--- config.mk ---
export PLATFORM = sky130hd
export DESIGN_NAME = uart_rx_param_flat
export DESIGN_NICKNAME = d
export VERILOG_FILES = /design/src/rtl/uart_rx_param_if.sv /design/src/rtl/uart_rx_param.sv /design/src/flat_wrapper.sv
export SDC_FILE = /design/constraint.sdc
export NUM_CORES = 1
export LEC_CHECK = 0
export ABC_AREA = 1
export BUFFER_PORTS_ARGS = -buffer_cell sky130_fd_sc_hd__buf_2
export CAP_MARGIN = 40
export CORE_MARGIN = 3
export CORE_UTILIZATION = 30
export DETAILED_ROUTE_END_ITERATION = 10
export HOLD_SLACK_MARGIN = 0.1
export PLACE_DENSITY = 0.44
export RECOVER_POWER = 25
export SYNTH_ARGS = -nofsm -noshare
export SYNTH_HDL_FRONTEND = slang
export SYNTH_SLANG_ARGS = --single-unit
export TNS_END_PERCENT = 10
--- constraint.sdc ---
create_clock -name clk -period 4.4 [get_ports clk]
set_input_delay 0.66 -clock clk [delete_from_list [all_inputs] [get_ports clk]]
set_output_delay 0.66 -clock clk [all_outputs]
set_load 0.05 [all_outputs]
--- src/rtl/uart_rx_param_if.sv ---
// ---------------------------------------------------------------------------
// uart_rx_param_if
//   Output word channel of uart_rx_param: a valid/ready handshake carrying
//   the received word and its per-word status flags.
//
//   Signals:
//     data_out   [DATA_BITS] received word, stable while data_valid=1
//     data_valid             word and flags are valid
//     data_ready             consumer accepts the word (valid & ready)
//     frame_err              word had a low stop bit
//     parity_err             parity mismatch (always 0 with no parity)
//     overrun                this word overwrote an untransferred word
//
//   Modports:
//     master : the receiver (drives the word, samples data_ready)
//     slave  : the consumer (samples the word, drives data_ready)
// ---------------------------------------------------------------------------
interface uart_rx_param_if #(
  parameter int DATA_BITS = 8
);
  logic [DATA_BITS-1:0] data_out;
  logic                 data_valid;
  logic                 data_ready;
  logic                 frame_err;
  logic                 parity_err;
  logic                 overrun;

  modport master (
    output data_out, data_valid, frame_err, parity_err, overrun,
    input  data_ready
  );

  modport slave (
    input  data_out, data_valid, frame_err, parity_err, overrun,
    output data_ready
  );
endinterface

--- src/rtl/uart_rx_param.sv ---
// ---------------------------------------------------------------------------
// uart_rx_param
//   Parametrised asynchronous serial receiver. Configurable data width
//   (5..9, LSB first), parity (none/even/odd), one or two stop bits and
//   clocks per bit. Received words are presented on a valid/ready channel
//   with frame, parity and overrun status for each word.
//
//   Parameters:
//     CLKS_PER_BIT  system clocks per serial bit (>= 4; >= 8 with voting)
//     DATA_BITS     data bits per frame, 5..9
//     PARITY_MODE   0 = none, 1 = even, 2 = odd
//     STOP_BITS     1 or 2
//
//   Ports:
//     clk      system clock, rising edge
//     reset_b  asynchronous active-low reset
//     rx_in    serial line, idles high, asynchronous to clk
//     busy     receiver FSM is not idle
//     rx_bus   uart_rx_param_if.master output word channel
//
//   Build option:
//     UART_RX_MAJORITY_VOTE_EN  when defined, every bit is a 2-of-3 vote of
//     the line at S-1, S and S+1 around the nominal sample point S, decided
//     at S+1. When undefined, a single sample is taken at S.
// ---------------------------------------------------------------------------
module uart_rx_param #(
  parameter int CLKS_PER_BIT = 868,
  parameter int DATA_BITS    = 8,
  parameter int PARITY_MODE  = 0,
  parameter int STOP_BITS    = 1
) (
  input  logic            clk,
  input  logic            reset_b,
  input  logic            rx_in,
  output logic            busy,
  uart_rx_param_if.master rx_bus
);

  localparam int CW = $clog2(CLKS_PER_BIT);
  localparam int BW = $clog2(DATA_BITS);

`ifdef UART_RX_MAJORITY_VOTE_EN
  // The vote decides one clock after the nominal start sample. Every later
  // decision is counted from that point, so it also lands at S+1.
  localparam int DEC_LAG = 1;
`else
  localparam int DEC_LAG = 0;
`endif

  localparam logic [CW-1:0] START_DEC = CW'(CLKS_PER_BIT / 2 - 1 + DEC_LAG);
  localparam logic [CW-1:0] BIT_DEC   = CW'(CLKS_PER_BIT - 1);
  localparam logic [BW-1:0] LAST_BIT  = BW'(DATA_BITS - 1);

  typedef enum logic [2:0] {
    IDLE,
    START,
    DATA,
    PARITY,
    STOP
  } state_t;

  // ---------------------------------------------------------------------
  // Input synchroniser and falling-edge detector
  // ---------------------------------------------------------------------
  logic rx_meta, rx_sync, rx_prev;
  logic rx_fall;

  // NOTE: sequential state uses non-blocking assignments only, so every
  // flop samples the pre-edge value of its neighbours regardless of order.
  always_ff @(posedge clk or negedge reset_b) begin
    if (!reset_b) begin
      rx_meta <= 1'b1;
      rx_sync <= 1'b1;
      rx_prev <= 1'b1;
    end else begin
      rx_meta <= rx_in;
      rx_sync <= rx_meta;
      rx_prev <= rx_sync;
    end
  end

  // A held-low line gives no edge, so a break cannot retrigger the FSM.
  assign rx_fall = rx_prev & ~rx_sync;

  // ---------------------------------------------------------------------
  // Bit decision
  // ---------------------------------------------------------------------
  state_t          state;
  logic [CW-1:0]   cnt;
  logic [CW-1:0]   dec_point;
  logic            at_dec;
  logic            rx_bit;

  assign dec_point = (state == START) ? START_DEC : BIT_DEC;
  assign at_dec    = (cnt == dec_point);

`ifdef UART_RX_MAJORITY_VOTE_EN
  logic vote_a, vote_b;

  always_ff @(posedge clk or negedge reset_b) begin
    if (!reset_b) begin
      vote_a <= 1'b1;
      vote_b <= 1'b1;
    end else if (cnt == dec_point - CW'(2)) begin
      vote_a <= rx_sync;
    end else if (cnt == dec_point - CW'(1)) begin
      vote_b <= rx_sync;
    end
  end

  assign rx_bit = (vote_a & vote_b) | (vote_a & rx_sync) | (vote_b & rx_sync);
`else
  assign rx_bit = rx_sync;
`endif

  // ---------------------------------------------------------------------
  // Receiver FSM with registered output word
  // ---------------------------------------------------------------------
  logic [BW-1:0]        bit_idx;
  logic                 stop_idx;
  logic [DATA_BITS-1:0] shreg;
  logic                 frame_pend;
  logic                 parity_pend;
  logic                 last_stop;

  logic [DATA_BITS-1:0] data_q;
  logic                 valid_q;
  logic                 frame_q;
  logic                 parity_q;
  logic                 overrun_q;
  logic                 busy_q;

  assign last_stop = (STOP_BITS == 1) || stop_idx;

  // NOTE: the shift register and output word are reset along with the
  // control state, so data_out reads 0 out of reset rather than X.
  always_ff @(posedge clk or negedge reset_b) begin
    if (!reset_b) begin
      state       <= IDLE;
      cnt         <= '0;
      bit_idx     <= '0;
      stop_idx    <= 1'b0;
      shreg       <= '0;
      frame_pend  <= 1'b0;
      parity_pend <= 1'b0;
      data_q      <= '0;
      valid_q     <= 1'b0;
      frame_q     <= 1'b0;
      parity_q    <= 1'b0;
      overrun_q   <= 1'b0;
      busy_q      <= 1'b0;
    end else begin
      // A transfer retires the presented word; a load below in the same
      // cycle takes priority and re-asserts valid.
      if (valid_q && rx_bus.data_ready) begin
        valid_q <= 1'b0;
      end

      cnt <= cnt + 1'b1;

      case (state)
        IDLE: begin
          cnt <= '0;
          if (rx_fall) begin
            state       <= START;
            busy_q      <= 1'b1;
            bit_idx     <= '0;
            stop_idx    <= 1'b0;
            frame_pend  <= 1'b0;
            parity_pend <= 1'b0;
          end
        end

        START: begin
          if (at_dec) begin
            cnt <= '0;
            if (rx_bit) begin
              // Line back high at mid-start: noise, not a frame.
              state  <= IDLE;
              busy_q <= 1'b0;
            end else begin
              state <= DATA;
            end
          end
        end

        DATA: begin
          if (at_dec) begin
            cnt   <= '0;
            shreg <= {rx_bit, shreg[DATA_BITS-1:1]};
            if (bit_idx == LAST_BIT) begin
              state <= (PARITY_MODE != 0) ? PARITY : STOP;
            end else begin
              bit_idx <= bit_idx + 1'b1;
            end
          end
        end

        PARITY: begin
          if (at_dec) begin
            cnt         <= '0;
            // Even parity expects an XOR of 0 over data+parity, odd a 1.
            parity_pend <= (^shreg) ^ rx_bit ^ (PARITY_MODE == 2);
            state       <= STOP;
          end
        end

        STOP: begin
          if (at_dec) begin
            cnt <= '0;
            if (last_stop) begin
              data_q    <= shreg;
              frame_q   <= frame_pend | ~rx_bit;
              parity_q  <= parity_pend;
              overrun_q <= valid_q & ~rx_bus.data_ready;
              valid_q   <= 1'b1;
              state     <= IDLE;
              busy_q    <= 1'b0;
            end else begin
              stop_idx   <= 1'b1;
              frame_pend <= frame_pend | ~rx_bit;
            end
          end
        end

        default: begin
          state  <= IDLE;
          busy_q <= 1'b0;
        end
      endcase
    end
  end

  assign rx_bus.data_out   = data_q;
  assign rx_bus.data_valid = valid_q;
  assign rx_bus.frame_err  = frame_q;
  assign rx_bus.parity_err = (PARITY_MODE != 0) ? parity_q : 1'b0;
  assign rx_bus.overrun    = overrun_q;
  assign busy              = busy_q;

endmodule
--- src/flat_wrapper.sv ---
// flat-port wrapper written by rule: the top's interface ports become plain ports
module uart_rx_param_flat 
#(
  parameter int CLKS_PER_BIT = 868,
  parameter int DATA_BITS    = 8,
  parameter int PARITY_MODE  = 0,
  parameter int STOP_BITS    = 1
)
  (clk, reset_b, rx_in, busy, rx_bus_data_out, rx_bus_data_valid, rx_bus_frame_err, rx_bus_parity_err, rx_bus_overrun, rx_bus_data_ready);
  uart_rx_param_if #(.DATA_BITS(DATA_BITS)) rx_bus_i ();
  input  logic clk;
  input  logic reset_b;
  input  logic rx_in;
  output logic busy;
  output wire logic [$bits(rx_bus_i.data_out)-1:0] rx_bus_data_out;
  output wire logic [$bits(rx_bus_i.data_valid)-1:0] rx_bus_data_valid;
  output wire logic [$bits(rx_bus_i.frame_err)-1:0] rx_bus_frame_err;
  output wire logic [$bits(rx_bus_i.parity_err)-1:0] rx_bus_parity_err;
  output wire logic [$bits(rx_bus_i.overrun)-1:0] rx_bus_overrun;
  input wire logic [$bits(rx_bus_i.data_ready)-1:0] rx_bus_data_ready;
  assign rx_bus_data_out = rx_bus_i.data_out;
  assign rx_bus_data_valid = rx_bus_i.data_valid;
  assign rx_bus_frame_err = rx_bus_i.frame_err;
  assign rx_bus_parity_err = rx_bus_i.parity_err;
  assign rx_bus_overrun = rx_bus_i.overrun;
  assign rx_bus_i.data_ready = rx_bus_data_ready;
  uart_rx_param #(.CLKS_PER_BIT(CLKS_PER_BIT), .DATA_BITS(DATA_BITS), .PARITY_MODE(PARITY_MODE), .STOP_BITS(STOP_BITS)) u_core (.clk(clk), .reset_b(reset_b), .rx_in(rx_in), .busy(busy), .rx_bus(rx_bus_i));
endmodule
* Word-level counts from Yosys, hierarchy flattened
Cells that the tools add are included.
Word-level totals: register bits after elaboration 39, bits of input ports 4, output and inout port bits 13, logic and storage cells 66
Operators by class: add/subtract/negate cells 2, equal/unequal tests 14, multiplexer cells 23, bitwise logic cells 5, reductions and logical operators 10
Operators by type and width (number):
- 2-to-1 mux 3 bit | 9
- 2-to-1 mux 10 bit | 2
- one-hot mux 10 bit (2 select lines) | 1
- one-hot mux 3 bit (5 select lines) | 1
- != test 2 x 1 -> 1 bit (second input constant) | 7
- adder 10 x 1 -> 10 bit (second input constant) | 1
- equality test 10 bit | 1
- 2-to-1 mux 1 bit | 7
- equality test 3 x 2 -> 1 bit (second input constant) | 2
- equality test 3 bit (second input constant) | 2
- one-hot mux 3 bit (2 select lines) | 1
- AND reduction 6 bit | 1
- AND reduction 5 bit | 1
- one-hot mux 1 bit (4 select lines) | 1
- AND reduction 2 bit | 2
- AND reduction 4 bit | 1
- OR reduction 4 bit | 1
- adder 3 x 1 -> 3 bit (second input constant) | 1
- equality test 3 x 1 -> 1 bit (second input constant) | 1
- logical NOT 3 bit | 1
- NOT 1 bit | 3
- bitwise AND 1 bit | 2
- 2-to-1 mux 2 bit | 1
- != test 2 bit (second input constant) | 1
- other kinds (3) | 3

* Logic depth before layout (Yosys ltp)
Gate-level depths: netlist of run 1.
depth after elaboration 5, depth in mapped cells 11, depth with buffers taken out 10

* Worst setup path before layout of run 1
Ideal clock, no wire load.
kind register to register, start reg u_core.state[2], end reg u_core.data_q[1] (netlist: u_core.rx_bus.data_out[1]), library setup time 0.120 ns, arrival time 1.316 ns, required time 4.280 ns, setup slack 2.964 ns, stages on the path, launching flop included 12, buffers on the path 1, clock period less this slack 1.436 ns, cells stage by stage dfrtp_1 > inv_1 > nand2_1 > nor2_2 > nand2_1 > nand2_2 > nand3_4 > clkinv_2 > nand2_2 > buf_6 > nand2_1 > o21ai_2
Between the ends: longest elaborated chain between the ends 4, elaborated cells between the ends (all ways) 5, classes of those cells eq/ne (3); mux (1); reduce/logical (1)
RTL lines:
- start, declared | line uart_rx_param.sv:88 | state_t state;
- start signal, assigned | line uart_rx_param.sv:192 | state <= (PARITY_MODE != 0) ? PARITY : STOP;
- equality test 3 x 1 -> 1 bit | line uart_rx_param.sv:94 | assign dec_point = (state == START) ? START_DEC : BIT_DEC;
- 2-to-1 mux 10 bit | line uart_rx_param.sv:94
- equality test 10 bit | line uart_rx_param.sv:95 | assign at_dec = (cnt == dec_point);
- AND reduction 2 bit (no source line) *
- end signal, assigned | line uart_rx_param.sv:212 | data_q <= shreg;
- end, declared | line uart_rx_param.sv:126 | logic [DATA_BITS-1:0] data_q;
Mark *: on every way between the ends. The rest lies on a longest branch, timed or not. A chain may end at the register's enable or synchronous reset.

==> out/metrics.cfg, run 1 <==
[worst_setup_path]
critical_path_class=primary input to asynchronous set/reset pin
cp_slowest_cell=clkbuf_1
ff2ff_setup_slack_ns=2.63
startpoint_type=primary input
path_cells=clkbuf_1 > clkbuf_1
cp_num_buf_inv=2
worstRegToRegCells=10
worst_ep_required_time_ns=4.53
crit_path_max_fanout=29
r2r-start=u_core.state[2]
crit_path_frequent_cell=clkbuf_1
crit_arrival_ns=2.32
r2r-end=u_core.rx_bus.data_out[4]
critPathTopFamily=buffers and inverters
critPathMaxStageDelay_ns=1.19
end_kind=asynchronous set/reset pin

[detailed_routing]
drt_wl_total_um=3250
ant_nets=0
vias_per_cell=4.37
route.detailed.drc=0
wl_per_cell_um=11.2
drt-initial-drc-count=46
drt-pass1-iter-count=4
vias=1271

[placement]
io_buffers=15
place_area_um2=1980
place_congestion=0.751
hpwl_um=2350

[power]
leakage_nw=1.00
vdd.ir_drop.worst_uv=211
power.density_nw_per_um2=456

[die]
die_y_um=84.3
die_w_um=84.3
die_area_um2=7110
coreArea_um2=5710
ioPinCount=17
num_rows=27
start_util_pct=32.2

[status]
violations=capacitance limit, slew limit
status=finished with violations

[synth]
async_flop_share_pct=100
syn_inst=199
ys_top_cells_by_count=54 x nand2_1, 36 x dfrtp_1, 24 x inv_1
synthTopCellsByArea=dfrtp_1 49%, nand2_1 11%, o21ai_2 8.1%
synth.ff_latch_count=39
syn_nets=206
ys_types=27
synthesis.area_um2=1840
synth_top_cell_by_area=dfrtp_1
syn_area_per_cell_um2=9.25
synth_warnings=0
yosysMostFrequentCell=nand2_1
synth_edf_count=0
seq_area_frac_synth_pct=53.2
ys.flop_type=dfrtp_1
yosysTopAreaCellShare_pct=48.9

[clock_tree]
cts_made_buffers=5
ctsHoldBuffers=0
cts_setup_buffers=0
cts_root_buf=clkbuf_8
clk_pin_slew_ns=0.08
clock_latency_ns=0.30
cts.htree.levels=2
clock_sinks=39
clockBufferDepth=2
postCtsResizedCells=0
tritoncts=built

[sta]
min_period_over_period_pct=49.7
finalMaxSlewViolations=30
setup-violations-final=0
hold_violations=0
slew_headroom_pct=-3.81
finalClockSkew_ns=0.00696
fmaxAchievable_ghz=0.457
tightest_slew_ns=1.56
setup_tns_ns=0
rsz0062_at_grt=no
period_minus_slack_ns=2.19

[cells_and_area]
diodes=0
final_nets=225
fin_area_um2=2060
fillers=592
syn_to_final_growth_pct=11.9
drive_above_1_share_pct=23.3

[global_routing]
grt_first_pass_wirelength_um=5820
antenna_found_initial=0
grt_overflow=0
grt_pass1_vias=1253
grtUsageTotal_pct=10.2
grt_max_degree=30

[run]
maxCapViolCount=1

[min_path]
min_path_type=primary input to asynchronous set/reset pin

==> routing by layer <==
layer  wire length [µm]  vias to the layer above  GRT usage, %  part of all wire (%)
met4                 61                        0          4.39                   1.9
met2               1410                       16          15.4                    43
met3                123                        6          3.04                   3.8
li1                   -                      669             -                     -
met5                  0                        -             0                     0
met1               1660                      580          13.6                    51
==> worst max path at each step <==
stage	start	endpoint	slack, ns	depth (start not counted)
2_1_floorplan	u_core.state[2]	u_core.rx_bus.data_out[1]	2.96	11
3_3_place_gp	u_core.state[2]	u_core.rx_bus.data_out[3]	2.61	10
3_5_place_dp	u_core.state[2]	u_core.rx_bus.data_out[2]	2.62	10
4_1_cts	u_core.state[2]	u_core.rx_bus.overrun	2.61	10
5_1_grt	reset_b	u_core.state[2]	1.69	2
6_report	reset_b	u_core.cnt[9]	2.21	2
==> power breakdown <==
group          internal, mW  switching [mW]
clock network         0.113           0.138
logic                0.0801           0.192
registers             0.389          0.0275
total                 0.582           0.357
==> worst reg2reg max path, delay by kind of cell (launching register included) <==
kind | cells | cell delay [ns]
AOI/OAI and AO/OA | 1 | 0.06
buffers and inverters | 2 | 0.28
DFF | 1 | 0.36
and+or+nand+nor | 7 | 0.98
==> logic make-up (layout without fill, tap and decap cells) <==
family          Yosys count  count (layout)  share of synthesized area [%]
buf+inv                  29              49                           7.41
other cells               1               1                          0.204
compound gates           26              26                           11.4
fa+ha+maj                 3               3                           2.04
simple gates             98              98                           24.3
xor+xnor                  3               3                           1.43
flops                    39              39                           53.2
==> state kept, by name, summed over array words and instances (netlist names) <==
register                  cells
u_core.bit_idx                3
u_core.busy                   1
u_core.cnt                   10
u_core.rx_bit                 1
u_core.rx_bus.data_out        8
u_core.rx_bus.data_valid      1
u_core.rx_bus.frame_err       1
u_core.rx_bus.overrun         1
u_core.rx_meta                1
u_core.rx_prev                1
u_core.shreg                  8
u_core.state                  3
==> final cells by class <==
| cell class | count | area (µm²) | share of cell area, % |
|---|---|---|---|
| Inverter | 25 | 95.1 | 4.62 |
| Clock inverter | 3 | 23.8 | 1.15 |
| Clock buffer | 5 | 68.8 | 3.34 |
| Tap cell | 72 | 90.1 | 4.37 |
| Multi-Input combinational cell | 131 | 724 | 35.2 |
| Sequential cell | 39 | 980 | 47.6 |
| Timing Repair Buffer | 16 | 77.6 | 3.77 |
==> metrics by stage <==
step	utilization (%)	std cells	worst slack [ns]	hold slack (ns)	power, mW
floorplan	-	199	2.96	0.345	0.633
global placement	34.4	282	2.61	0.346	0.707
detailed placement	34.8	283	2.62	0.347	0.703
CTS	36.4	291	2.61	0.241	0.964
global route	36.1	291	1.69	0.374	1.02
finish	36.1	291	2.21	0.342	0.940
==> layout by cell type (no fill, tap or decap), drive strengths merged <==
cell and count:
nand2 57, dfrtp 36, inv 25, o21ai 20, nor2 19, buf 14
nand3 11, clkbuf 7, a21oi 6, nand4 5, nor3b 4, ha 3
dfstp 3, xor2 2, clkinvlp 2, or2 1, xnor2 1, clkinv 1
nor3 1, conb 1
No activity file was read; power rests on OpenSTA's default activity.
==> inputs of run 2 (changes only) <==
clock period = 2.25 ns   (was 4.4 ns; I/O delays follow)
==> out/metrics.cfg, run 2 (synthesized netlist as in run 1, its figures left out) <==
[worst_setup_path]
endpoint=u_core.rx_bus.frame_err  ; was u_core.cnt[9]
crit_path_max_fanout=20  ; was 29
startpoint_type=flop  ; was primary input
worstRegToRegCells=10  ; unchanged
r2r-start=u_core.state[2]  ; unchanged
crit_arrival_ns=1.96  ; was 2.32 ns
end_kind=flop  ; was asynchronous set/reset pin
r2r-end=u_core.rx_bus.frame_err  ; was u_core.rx_bus.data_out[4]
critical_path_class=flop to flop  ; was primary input to asynchronous set/reset pin
critPathLaunch=u_core.state[2]  ; was reset_b
ff2ff_setup_slack_ns=0.46  ; was 2.63 ns
worst_ep_required_time_ns=2.42  ; was 4.53 ns

[global_routing]
grt_overflow=0  ; unchanged
grt_first_pass_wirelength_um=5880  ; was 5820 µm
grtUsageTotal_pct=10.4  ; was 10.2%
grt_pass1_vias=1243  ; was 1253
antenna_found_initial=0  ; unchanged
grt_max_degree=25  ; was 30

[placement]
place_area_um2=1970  ; was 1980 µm²
place_congestion=0.737  ; was 0.751
hpwl_um=2470  ; was 2350 µm
dp_slack_ns=0.457  ; was 2.62 ns
io_buffers=15  ; unchanged

[sta]
fmaxAchievable_ghz=0.559
min_period_over_period_pct=79.5
slew_headroom_pct=41.0  ; was -3.81%
finalMaxSlewViolations=0  ; was 30
setup-violations-final=0  ; unchanged
finalWorstSetupSlack_ns=0.462  ; was 2.21 ns
finalClockSkew_ns=0.00614  ; was 0.00696 ns
rsz0062_at_grt=no  ; unchanged
timing.hold.ws_ns=0.136  ; was 0.342 ns
period_minus_slack_ns=1.79
tightest_slew_ns=0.885  ; was 1.56 ns
setup_tns_ns=0  ; unchanged
hold_violations=0  ; unchanged

[detailed_routing]
drt_wl_total_um=3330  ; was 3250 µm
vias=1245  ; was 1271
ant_nets=0  ; unchanged
wl_per_cell_um=11.4  ; was 11.2 µm
route.detailed.drc=0  ; unchanged
drt-initial-drc-count=39  ; was 46
drt-pass1-iter-count=4  ; unchanged
vias_per_cell=4.26  ; was 4.37

[power]
vdd.ir_drop.worst_uv=407  ; was 211 µV
power.density_nw_per_um2=880  ; was 456 nW/µm²
fin_total_pwr_mw=1.82  ; was 0.940 mW
leakage_nw=0.995  ; was 1.00 nW

[cells_and_area]
diodes=0  ; unchanged
layout_common_cells=54 x nand2_1, 36 x dfrtp_1, 24 x inv_1, 17 x nor2_1, 17 x o21ai_2  ; unchanged
largest_reg_flops=10  ; unchanged
syn_to_final_growth_pct=12.2  ; was 11.9%
fin_area_um2=2070  ; was 2060 µm²
drive_above_1_share_pct=22.3  ; was 23.3%
regMostFlops=u_core.cnt  ; unchanged
layout_commonest_cell=nand2_1  ; unchanged
final_nets=226  ; was 225

[status]
status=finished clean  ; was finished with violations

[die]
start_util_pct=32.2  ; unchanged
die_area_um2=7110  ; unchanged
ioPinCount=17  ; unchanged
num_rows=27  ; unchanged
die_y_um=84.3  ; unchanged
coreArea_um2=5710  ; unchanged
die_w_um=84.3  ; unchanged

[clock_tree]
clock_latency_ns=0.29  ; was 0.30 ns
tritoncts=built  ; unchanged
cts_setup_buffers=0  ; unchanged
cts_root_buf=clkbuf_8  ; unchanged
cts.htree.levels=2  ; unchanged
cts_made_buffers=5  ; unchanged
clk_pin_slew_ns=0.08  ; about the same
clockBufferDepth=2  ; unchanged
clock_sinks=39  ; unchanged

[min_path]
hold_depth=1
min_path_type=primary input to flop  ; was primary input to asynchronous set/reset pin
hold_start=rx_in

[run]
maxCapViolCount=0  ; was 1

run 2: critical path: stages (launching register included):
cell,delay [ns]
dfrtp_1,0.37
inv_1,0.15
nand2_1,0.11
nor2_2,0.13
nand2_1,0.08
nand2_2,0.07
nand3_4,0.13
clkinv_2,0.12
nand2_2,0.27
nand2_1,0.17
o21ai_2,0.06
run 2: layer usage:
layer / part of all wire [%] / track usage (%)
met5: 0 / 0
met4: 1.4 / 4.39
met3: 4.1 / 3.04
met2: 42 / 15.9
met1: 52 / 13.8
run 2: worst min path at each step:
| stage | to | slack [ns] |
|---|---|---|
| 2_1_floorplan | u_core.bit_idx[0] | 0.04 |
| 3_3_place_gp | u_core.rx_bus.data_out[6] | 0.28 |
| 3_5_place_dp | u_core.rx_bus.data_out[6] | 0.28 |
| 4_1_cts | u_core.rx_meta | 0.13 |
| 5_1_grt | u_core.rx_meta | 0.12 |
| 6_report | u_core.rx_meta | 0.14 |
run 2: per-stage QoR:
| step | util [%] | instances |
|---|---|---|
| 2_1_floorplan | - | 199 |
| 5_1_grt | 36.2 | 292 |
| 3_3_place_gp | 34.5 | 283 |
| 6_report | 36.2 | 292 |
| 3_5_place_dp | 34.5 | 283 |
| 4_1_cts | 36.3 | 292 |
run 2: area by class of cell:
cell class                 instances  area (µm²)
clock inverter                     3        20.0
timing repair buffer              17        87.6
tap                               72        90.1
clock buffer                       5        68.8
fill                             592        3640
sequential                        39         980
multi-input combinational        131         724
inverter                          25        95.1
run 2: timing repair:
action,CTS,global route
hold buffers,1,0
hold endpoints to repair,15,0
resized for setup,0,0
run 2: power breakdown:
group          total [mW]  switching (mW)  leakage [nW]  internal (mW)
Combinational       0.530           0.374         0.433          0.156
Clock               0.475           0.259        0.0402          0.216
Sequential          0.814          0.0529         0.522          0.761
Total                1.82           0.686         0.995           1.13
==> inputs of run 3 (changes only) <==
ABC_AREA = 0   (was 1)
clock period = 1.7 ns   (was 2.25 ns; I/O delays follow)
==> out/metrics.cfg, run 3 <==
[worst_setup_path]
worstRegToRegCells=4  ; was 10
r2r-end=u_core.state[1]  ; was u_core.rx_bus.frame_err
critical_path_class=flop to flop  ; unchanged
ff2ff_setup_slack_ns=0.04  ; was 0.46 ns
r2r-start=u_core.cnt[3]  ; was u_core.state[2]
critPathMaxStageDelay_ns=0.53  ; was 0.37 ns
startpoint_type=flop  ; unchanged
worst_ep_required_time_ns=1.93  ; was 2.42 ns
path_cells=and4bb_2 > nand4b_1 > or4b_4 > a21oi_2  ; was inv_1 > nand2_1 > nor2_2 > nand2_1 > nand2_2 > nand3_4 > clkinv_2 > nand2_2 > nand2_1 > o21ai_2
cp_num_buf_inv=0  ; was 2
cp_slowest_cell=or4b_4  ; was dfrtp_1
critPathTopFamily=simple AND/OR/NAND/NOR gates  ; unchanged
end_kind=flop  ; unchanged
crit_arrival_ns=1.88  ; was 1.96 ns
crit_path_max_fanout=3  ; was 20

[global_routing]
grt_overflow=0  ; unchanged
antenna_found_initial=0  ; unchanged
grt_pass1_vias=1274  ; was 1243
grtUsageTotal_pct=12.1  ; was 10.4%
grt_max_degree=40  ; was 25
grt_first_pass_wirelength_um=6130  ; was 5880 µm

[min_path]
hold_start=rx_bus_data_ready  ; was rx_in
min_path_type=primary input to flop  ; unchanged
hold_depth=2  ; was 1
hold_end=u_core.rx_bus.data_valid  ; was u_core.rx_meta

[die]
die_w_um=82.6  ; was 84.3 µm
coreArea_um2=5570  ; was 5710 µm²
num_rows=27  ; unchanged
start_util_pct=31.6  ; was 32.2%
die_area_um2=6820  ; was 7110 µm²
ioPinCount=17  ; unchanged
die_y_um=82.6  ; was 84.3 µm

[placement]
place_congestion=0.806  ; was 0.737
dp_slack_ns=-0.0276  ; was 0.457 ns
io_buffers=15  ; unchanged
hpwl_um=2510  ; was 2470 µm
place_inst=243  ; was 283

[run]
maxCapViolCount=0  ; unchanged

[synth]
seq_area_frac_synth_pct=55.7  ; was 53.2%
ys_top_cells_by_count=36 x dfrtp_1, 16 x mux2_2, 8 x nand2_1, 8 x nor2_1, 8 x nor3_1  ; was 54 x nand2_1, 36 x dfrtp_1, 24 x inv_1
synth.ff_latch_count=39  ; unchanged
async_flop_share_pct=100  ; unchanged
ys.flop_type=dfrtp_1  ; unchanged
synth_edf_count=0  ; unchanged
yosysTopAreaCellShare_pct=51.2  ; was 48.9%
synth_top_cell_by_area=dfrtp_1  ; unchanged
yosysMostFrequentCell=dfrtp_1  ; was nand2_1
synthTopCellsByArea=dfrtp_1 51%, mux2_2 10%, dfstp_2 4.5%  ; was dfrtp_1 49%, nand2_1 11%, o21ai_2 8.1%
syn_area_per_cell_um2=12.5  ; was 9.25 µm²
syn_inst=141  ; was 199
synth_warnings=0  ; unchanged
ys_types=41  ; was 27
syn_nets=148  ; was 206
synthesis.area_um2=1760  ; was 1840 µm²

[cells_and_area]
layout_common_cells=36 x dfrtp_1, 16 x mux2_2, 15 x buf_2, 15 x buf_4  ; was 54 x nand2_1, 36 x dfrtp_1, 24 x inv_1, 17 x nor2_1, 17 x o21ai_2
fin_cells=253  ; was 292
utilization_pct=39.7  ; was 36.2%
final_nets=187  ; was 226
syn_to_final_growth_pct=25.9  ; was 12.2%
layout_commonest_cell=dfrtp_1  ; was nand2_1
diodes=0  ; unchanged
regMostFlops=u_core.cnt  ; unchanged
fillers=553  ; was 592
drive_above_1_share_pct=42.0  ; was 22.3%
largest_reg_flops=10  ; unchanged

[clock_tree]
clockBufferDepth=2  ; unchanged
cts.htree.levels=2  ; unchanged
clock_sinks=39  ; unchanged
clock_latency_ns=0.29  ; about the same
tritoncts=built  ; unchanged
clk_pin_slew_ns=0.08  ; about the same
cts_made_buffers=5  ; unchanged
cts_root_buf=clkbuf_8  ; unchanged
cts_setup_buffers=0  ; unchanged

[status]
status=finished clean  ; unchanged

[sta]
finalWorstSetupSlack_ns=0.0415  ; was 0.462 ns
slew_headroom_pct=35.2  ; was 41.0%
finalClockSkew_ns=0.00744  ; was 0.00614 ns
hold_violations=0  ; unchanged
setup-violations-final=0  ; unchanged
tightest_slew_ns=0.971  ; was 0.885 ns
min_period_over_period_pct=97.6  ; was 79.5%
rsz0062_at_grt=yes  ; was no
finalMaxSlewViolations=0  ; unchanged
setup_tns_ns=0  ; unchanged
fmaxAchievable_ghz=0.603  ; was 0.559 GHz
period_minus_slack_ns=1.66  ; was 1.79 ns

[detailed_routing]
vias_per_cell=4.86  ; was 4.26
wl_met2_um=1750  ; was 1410 µm
route.detailed.drc=0  ; unchanged
wl_per_cell_um=14.2  ; was 11.4 µm
drt-pass1-iter-count=4  ; unchanged
drt-met1-wl_um=1650  ; was 1730 µm
drt_wl_total_um=3580  ; was 3330 µm
top_layer_used=met4  ; unchanged
routed-wl-met3_um=141  ; was 137 µm
drt-initial-drc-count=58  ; was 39
ant_nets=0  ; unchanged
vias=1230  ; was 1245

[power]
vdd.ir_drop.worst_uv=632  ; was 407 µV
power.density_nw_per_um2=1020  ; was 880 nW/µm²
leakage_nw=1.04  ; was 0.995 nW

[run 3: cell count changes in the layout (fill, tap and decap cells not counted), moves of 3 or more]
cell,delta
buf_12,+3
inv_1,-20
mux2_2,+16
xor2_1,+5
o21ai_2,-17
buf_2,+4
nor3_1,+7
nand3_1,-5
nand2_1,-46
nor2_1,-9
and4bb_2,+3
a21oi_1,-3
clkbuf_1,-4
buf_4,+14
[run 3: metrics by stage]
stage	area [µm²]	hold WS (ns)	power (mW)
after global placement	2070	0.342	1.46
final	2210	0.156	2.26
after global routing	2210	0.149	2.39
after detailed placement	2070	0.348	1.48
after CTS	2200	0.145	2.30
after floorplan	1760	-0.0406	1.29
[run 3: cells by family (layout without fill, tap and decap cells)]
family          after synthesis  count (layout)  share of synthesized area [%]
compound gates               17              17                           6.83
xor+xnor                      8               8                           3.98
fa+ha+maj                     3               3                           2.13
buf+inv                       8              48                           2.99
flops                        39              39                           55.7
mux                          16              16                           10.2
other cells                   1               1                          0.213
simple gates                 49              49                           17.9
[run 3: what timing repair did]
action | CTS | global route
gates resized for setup | 0 | 3
hold buffers | 2 | 0
endpoints found under the hold margin | 37 | 0
pin swaps | 4 | 0
endpoints found under the setup margin | 11 | 14
[run 3: worst reg2reg max path, cell delays in order, from the launching register on]
cell and delay (ns):
dfrtp_1 0.39, and4bb_2 0.34, nand4b_1 0.20, or4b_4 0.53, a21oi_2 0.13
[run 3: power by group]
| group | leakage, nW | internal [mW] | switching (mW) |
|---|---|---|---|
| clock | 0.0587 | 0.445 | 0.355 |
| sequential | 0.508 | 1.01 | 0.0716 |
| combinational | 0.471 | 0.191 | 0.182 |
| total | 1.04 | 1.65 | 0.608 |
[run 3: worst max path at each step]
stage	cells after the start	start	slack, ns	end
after floorplan	5	u_core.state[0]	-0.06	u_core.rx_bus.data_out[0]
after global placement	5	u_core.cnt[4]	0.02	u_core.shreg[0]
after detailed placement	4	u_core.cnt[2]	-0.03	u_core.bit_idx[1]
after CTS	5	u_core.cnt[7]	0.03	u_core.shreg[4]
after global routing	4	u_core.cnt[2]	-0.02	u_core.state[1]
final	4	u_core.cnt[3]	0.04	u_core.state[1]
[run 3: metal layers]
layer / global-route usage [%] / vias to the layer above
met5: 0 / -
met4: 4.41 / 0
met3: 4.12 / 4
met2: 18.8 / 21
met1: 15.6 / 618
li1: - / 587
[run 3: area by class of cell]
type	count	area, µm²	share of cell area (%)
timing repair buffer	36	273	12.3
tap	72	90.1	4.07
multi-input combinational	94	741	33.4
clock buffer	5	68.8	3.11
clock inverter	3	47.5	2.15
inverter	4	15.0	0.678
sequential	39	980	44.2
